===== config.mk =====
export PLATFORM = sky130hd
export DESIGN_NAME = cpu_step_sequencer
export DESIGN_NICKNAME = d
export VERILOG_FILES = /design/src/rtl/cpu_step_sequencer.sv
export SDC_FILE = /design/constraint.sdc
export NUM_CORES = 1
export LEC_CHECK = 0
export CAP_MARGIN = 20
export CORE_ASPECT_RATIO = 0.6
export CORE_MARGIN = 3
export CORE_UTILIZATION = 39
export DETAILED_ROUTE_END_ITERATION = 16
export PLACE_DENSITY = 0.77
export SKIP_CTS_REPAIR_TIMING = 1
export SLEW_MARGIN = 15
export SYNTH_ARGS = -nofsm -noshare
export SYNTH_HDL_FRONTEND = slang
export SYNTH_SLANG_ARGS = --single-unit

===== constraint.sdc =====
create_clock -name clk -period 1.53 [get_ports clk]
set_clock_uncertainty 0.1 [all_clocks]
set_input_delay 0.153 -clock clk [delete_from_list [all_inputs] [get_ports clk]]
set_output_delay 0.153 -clock clk [all_outputs]
set_load 0.005 [all_outputs]

===== src/rtl/cpu_step_sequencer.sv =====
// Multi-cycle step sequencer for the 8-bit, 4-register CPU: fetch latch, settle delay,
// single-pulse commit strobes, plus run/step/breakpoint/halt debug control.
module cpu_step_sequencer #(
  parameter int unsigned EXEC_CYCLES = 2,
  parameter logic [7:0]  HALT_INSTR  = 8'hFF,
  parameter int unsigned STEP_SYNC   = 2
) (
  input  logic        clk,
  input  logic        reset,
  input  logic        run,
  input  logic        step,
  input  logic        bp_en,
  input  logic [7:0]  bp_addr,
  input  logic [7:0]  pc,
  input  logic [7:0]  instruction,
  output logic [7:0]  ir,
  output logic        pc_en,
  output logic        commit_we,
  output logic [2:0]  state,
  output logic        halted,
  output logic        bp_hit,
  output logic [15:0] retired
);

  typedef enum logic [2:0] {
    StIdle   = 3'd0,
    StFetch  = 3'd1,
    StExec   = 3'd2,
    StCommit = 3'd3,
    StHalt   = 3'd4,
    StBreak  = 3'd5
  } state_e;

  localparam bit          ExecZero   = (EXEC_CYCLES == 0);
  localparam int unsigned CntInitInt = ExecZero ? 0 : EXEC_CYCLES - 1;
  localparam logic [3:0]  CntInit    = CntInitInt[3:0];

  state_e               state_q, state_d;
  logic [7:0]           ir_q, ir_d;
  logic [3:0]           cnt_q, cnt_d;
  logic [15:0]          retired_q, retired_d;
  logic                 bp_skip_q, bp_skip_d;
  logic [STEP_SYNC-1:0] sync_q;
  logic                 edge_q;

  logic step_rise, go, launch_ok;

  assign step_rise = sync_q[STEP_SYNC-1] & ~edge_q;
  assign go        = run | step_rise;
  // bp_skip lets the breakpointed instruction launch once after leaving BREAK.
  assign launch_ok = !(bp_en && (pc == bp_addr) && !bp_skip_q);

  always_ff @(posedge clk) begin
    if (!reset) begin
      state_q   <= StIdle;
      ir_q      <= '0;
      cnt_q     <= '0;
      retired_q <= '0;
      bp_skip_q <= 1'b0;
      sync_q    <= '0;
      edge_q    <= 1'b0;
    end else begin
      state_q   <= state_d;
      ir_q      <= ir_d;
      cnt_q     <= cnt_d;
      retired_q <= retired_d;
      bp_skip_q <= bp_skip_d;
      sync_q    <= {sync_q[STEP_SYNC-2:0], step};
      edge_q    <= sync_q[STEP_SYNC-1];
    end
  end

  always_comb begin
    state_d   = state_q;
    ir_d      = ir_q;
    cnt_d     = cnt_q;
    retired_d = retired_q;
    bp_skip_d = bp_skip_q;
    case (state_q)
      StIdle: begin
        if (go) state_d = launch_ok ? StFetch : StBreak;
      end
      StFetch: begin
        ir_d = instruction;
        if (instruction == HALT_INSTR) begin
          state_d = StHalt;
        end else if (ExecZero) begin
          state_d = StCommit;
        end else begin
          state_d = StExec;
          cnt_d   = CntInit;
        end
      end
      StExec: begin
        if (cnt_q == 4'd0) state_d = StCommit;
        else               cnt_d   = cnt_q - 4'd1;
      end
      StCommit: begin
        // Always return to IDLE so the new PC is compared against the breakpoint.
        retired_d = retired_q + 16'd1;
        bp_skip_d = 1'b0;
        state_d   = StIdle;
      end
      StBreak: begin
        if (step_rise) begin
          state_d   = StFetch;
          bp_skip_d = 1'b1;
        end else if (!run) begin
          state_d   = StIdle;
          bp_skip_d = 1'b1;
        end
      end
      StHalt:  state_d = StHalt;
      default: state_d = StIdle;
    endcase
  end

  // Gated by reset so an aborted instruction never strobes a commit.
  assign pc_en     = (state_q == StCommit) & reset;
  assign commit_we = (state_q == StCommit) & reset;
  assign state     = state_q;
  assign halted    = (state_q == StHalt);
  assign bp_hit    = (state_q == StBreak);
  assign ir        = ir_q;
  assign retired   = retired_q;

endmodule


# After elaboration in Yosys (flattened, before gate mapping)
# Index checks and enable logic that the tools add are counted.
[classes]
n_addsub = 2
n_eq_ne = 12
mux = 13
bitwise = 4
n_reduce_logical = 10
[op_table]
columns = ["operator", "count"]
rows = [
  ["$mux W3", 6],
  ["$add A16 B1 Y16 const B", 1],
  ["$pmux W3 S5", 1],
  ["$eq A8 B8 Y1", 1],
  ["$eq A8 B8 Y1 const B", 1],
  ["$mux W4", 2],
  ["$ne A2 B2 Y1 const B", 4],
  ["$pmux W4 S2", 1],
  ["$eq A3 B2 Y1 const B", 2],
  ["$eq A3 B3 Y1 const B", 2],
  ["$reduce_and A3 Y1", 2],
  ["$logic_not A4 Y1", 1],
  ["$reduce_bool A2 Y1", 2],
  ["$sub A4 B1 Y4 const B", 1],
  ["$eq A3 B1 Y1 const B", 1],
  ["$logic_not A3 Y1", 1],
  ["$ne A3 B2 Y1 const B", 1],
  ["$and A1 B1 Y1", 2],
  ["$logic_and A1 B1 Y1", 2],
  ["$mux W1", 2],
  ["$pmux W1 S2", 1],
  ["$reduce_and A2 Y1", 1],
  ["$logic_not A1 Y1", 1],
  ["$not A1 Y1", 1],
  ["$or A1 B1 Y1", 1],
]
[word_totals]
register_bits = 35
inputBits = 29
out_inout_bits = 31
wordCells = 48

# Depth between registers and ports, before layout
# Gate-level depths: netlist of the first run.
[depth]
ltp_word = 6
ltp_mapped = 6
ltp_nobuf = 6

# Worst setup path before layout of the first run
# OpenSTA, ideal clock, no wires.
[synth_timing]
path_kind = "register to register"
startpoint = "register state_q[1], in the netlist state[1]"
endpoint = "register state_q[0], in the netlist state[0]"
setup_time_ns = 0.115
t_arrival_ns = 1.398
t_required_ns = 1.315
setup_slack_ns = -0.082
path_stages_with_launch = 7
n_path_buf = 1
synth_period_minus_slack_ns = 1.612
cell_sequence = "dfxtp_1 buf_6 or3b_4 a21o_4 a21oi_1 nor2_1 o21a_1"
[synth_between]
elab_chain_cells = 3
word_cells_on_any_way = 10
classes_between = "7 x eq/ne; 1 x mux; 2 x reduce/logical"
[synth_lines]
columns = ["element", "line_no", "rtl"]
rows = [
  ["from (decl)", "38", "state_e state_q, state_d;"],
  ["from (signal assigned)", "55", "state_q <= StIdle;"],
  ["from (signal assigned)", "63", "state_q <= state_d;"],
  ["$eq A3 B3 Y1 (tied with other cells)", "79", "case (state_q)"],
  ["$ne A3 B2 Y1 (no line) / $ne A2 B2 Y1 (equally long branches)", "--", ""],
  ["$reduce_and A3 Y1 (no line)", "--", ""],
]
# Several ways; a longest one is shown, not always the timed one.
# A chain may end at the register's enable or synchronous reset.

# Worst setup path after layout of the first run
# Same ends and word-level chain as after synthesis.

==> results.json, run 1 <==
{
  "synth_seq_area_share_pct": 43.1,
  "layout_commonest_cell": "clkdlybuf4s50_1",
  "max_slew_margin_pct": 80.0,
  "grt_pass1_vias": 1445,
  "p_per_area_mw_per_mm2": 729,
  "worstRegToRegCells": 5,
  "syn_avg_cell_area_um2": 9.03,
  "viasPerCell": 4.87,
  "netlist_top_cells_area": "dfxtp_1 43%, nor2_1 7.6%, xor2_1 7.5%",
  "cts.path.max_buffers": 2,
  "period_share_pct": 102,
  "period_needed_ps": 1570,
  "synth_top_family_by_area": "simple AND/OR/NAND/NOR gates",
  "htree_levels": 2,
  "required_ps": 1600,
  "postSynthRegisterBits": 35,
  "synth_top_area_share_pct": 43.1,
  "grtUsageMet1_pct": 23.0,
  "met2_usage_pct": 21.7,
  "whs_ps": 339,
  "synthMuxAreaShare_pct": 5.54,
  "die_w_um": 89.3,
  "syn_to_final_growth_pct": 66.5,
  "synth_nets": 212,
  "cp_max_fo": 5,
  "cts_tree": "yes",
  "ys.flop_type": "dfxtp_1",
  "grt_use_met3_pct": 8.14,
  "synthesis.area_mm2": 0.00163,
  "start_util_pct": 42.5,
  "rsz0062_at_grt": "true",
  "drc": 0,
  "clock_sinks": 35,
  "start_kind": "register",
  "ys_warn_count": 0,
  "rows": 17,
  "gp_congestion": 0.767,
  "num_vias": 1558,
  "ant_nets": 0,
  "synthXorXnorAreaFrac_pct": 12.4,
  "post-dp-hpwl_mm": 3.12,
  "holdCritPathClass": "register to register",
  "power.leakage_nw": 1.21,
  "synth-edff-count": 0,
  "worstSetupPathType": "register to register",
  "io_pins": 60,
  "grt_remaining_overflow": 0,
  "cts-buffers-inserted": 5,
  "setup_viol": 3,
  "synth_cells": 180,
  "clockRootBuffer": "clkbuf_8",
  "final-hold-violation-count": 0,
  "timing.final.max_slew_violations": 0,
  "antenna_found_initial": 0,
  "setup_ws_ps": -36.6,
  "dp_slack_ps": -241,
  "die_area_mm2": 0.00500,
  "final_nets": 304,
  "ys_async_sr_fraction_pct": 0,
  "ir_drop_uv": 450,
  "fp.dieH_um": 56.0,
  "grt_pass1_wl_mm": 6.43,
  "synthAdderAreaFrac_pct": 2.31,
  "synth-compound-area-share_pct": 7.47,
  "synth_cell_types": 35,
  "diodes": 0,
  "layout-drive-gt1-share_pct": 25.3,
  "arrival_ps": 1640,
  "clk_pin_slew_worst_paths_ps": 70,
  "core_mm2": 0.00383,
  "io_buffers": 59,
  "max_freq_mhz": 638,
  "grt_max_degree": 26,
  "worst_pin_slew_ps": 297,
  "violations": "setup timing",
  "worstSkewPairLatency_ps": 280,
  "tns_ps": -69.3,
  "top_usage_layer": "met1",
  "maxCapViolations": 0,
  "synthSimpleGateAreaFrac_pct": 25.2,
  "hold_depth": 1,
  "grtUsageTotal_pct": 16.2,
  "worstSetupEndpointType": "register",
  "yosys.area.top_type": "dfxtp_1",
  "first_iter_violations": 51,
  "first_pass_iters": 4,
  "status": "complete, but fails checks",
  "final_cell_mix": "50 x clkdlybuf4s50_1, 29 x nor2_1, 27 x dfxtp_1, 27 x buf_4, 14 x xor2_1",
  "drt_wl_total_mm": 4.42,
  "avgRoutedWirePerCell_um": 13.8
}
==> metrics by stage <==
stage	instances	area (um2)	utilization [%]	power, mW
2_1_floorplan	180	1640	-	1.15
3_3_place_gp	306	2440	63.8	1.32
3_5_place_dp	306	2440	63.8	1.33
4_1_cts	314	2520	65.9	1.97
5_1_grt	320	2710	70.7	2.06
6_report	320	2710	70.7	1.97
==> metal layers <==
layer | up-vias | part of all wire, %
met2 | 61 | 39
met3 | 7 | 12
met1 | 696 | 49
li1 | 794 | -
met4 | 0 | 1.0
met5 | - | 0
==> kinds of logic after synthesis <==
| logic type | after synthesis |
|---|---|
| buffers and inverters | 12 |
| DFF | 35 |
| and+or+nand+nor | 78 |
| muxes | 9 |
| AOI/OAI and AO/OA | 20 |
| xor gates and xnor gates | 23 |
| adders and majority gates | 3 |
==> state kept, by name (all words and copies together) (netlist names) <==
name       count
edge_q         1
bp_skip_q      1
retired       16
ir             8
state          3
cnt_q          4
sync_q         2
==> worst paths after layout <==
check / from / to / slack (ps)
worst max-delay path: state[1] / state[0] / -40
worst min register to register: sync_q[0] / sync_q[1] / 340
worst max register to register: state[1] / state[0] / -40
worst min-delay path: sync_q[0] / sync_q[1] / 340
==> synth_stat cells (all sizes together) (3+ instances only) <==
master  instances
dfxtp          35
nor2           34
xor2           14
mux2i           9
xnor2           9
a21oi           8
nand2           8
nand3           8
nand4           7
and2            6
o21ai           6
buf             4
inv             4
clkbuf          3
ha              3
nor4            3
==> power breakdown <==
group | switching [mW] | internal [mW]
registers | 0.0268 | 0.945
logic | 0.148 | 0.216
clock network | 0.320 | 0.319
total | 0.494 | 1.48
==> area by class of cell <==
cell class                      count  area [um2]
Inverter                            5        18.8
Sequential cell                    35         716
Multi-Input combinational cell    133         948
Tap cell                           47        58.8
Clock inverter                      1        5.00
Timing Repair Buffer               92         883
Clock buffer                        7        76.3
Fill cell                         290        1120
==> worst max-delay path: stages, from the launching register on <==
cell and delay (ps):
dfxtp_4 380, or3b_4 410, a21o_4 230, a21oi_2 120
nor2_1 50, o21a_1 170
(Power assumes the default switching activity.)
==> run 2, diff against run 1 <==
- ABC_CLOCK_PERIOD_IN_PS: unset -> 1530
- CAP_MARGIN: 20 -> unset
==> results of run 2 <==
Final layout, timing and power as in run 1 (identical DEF).
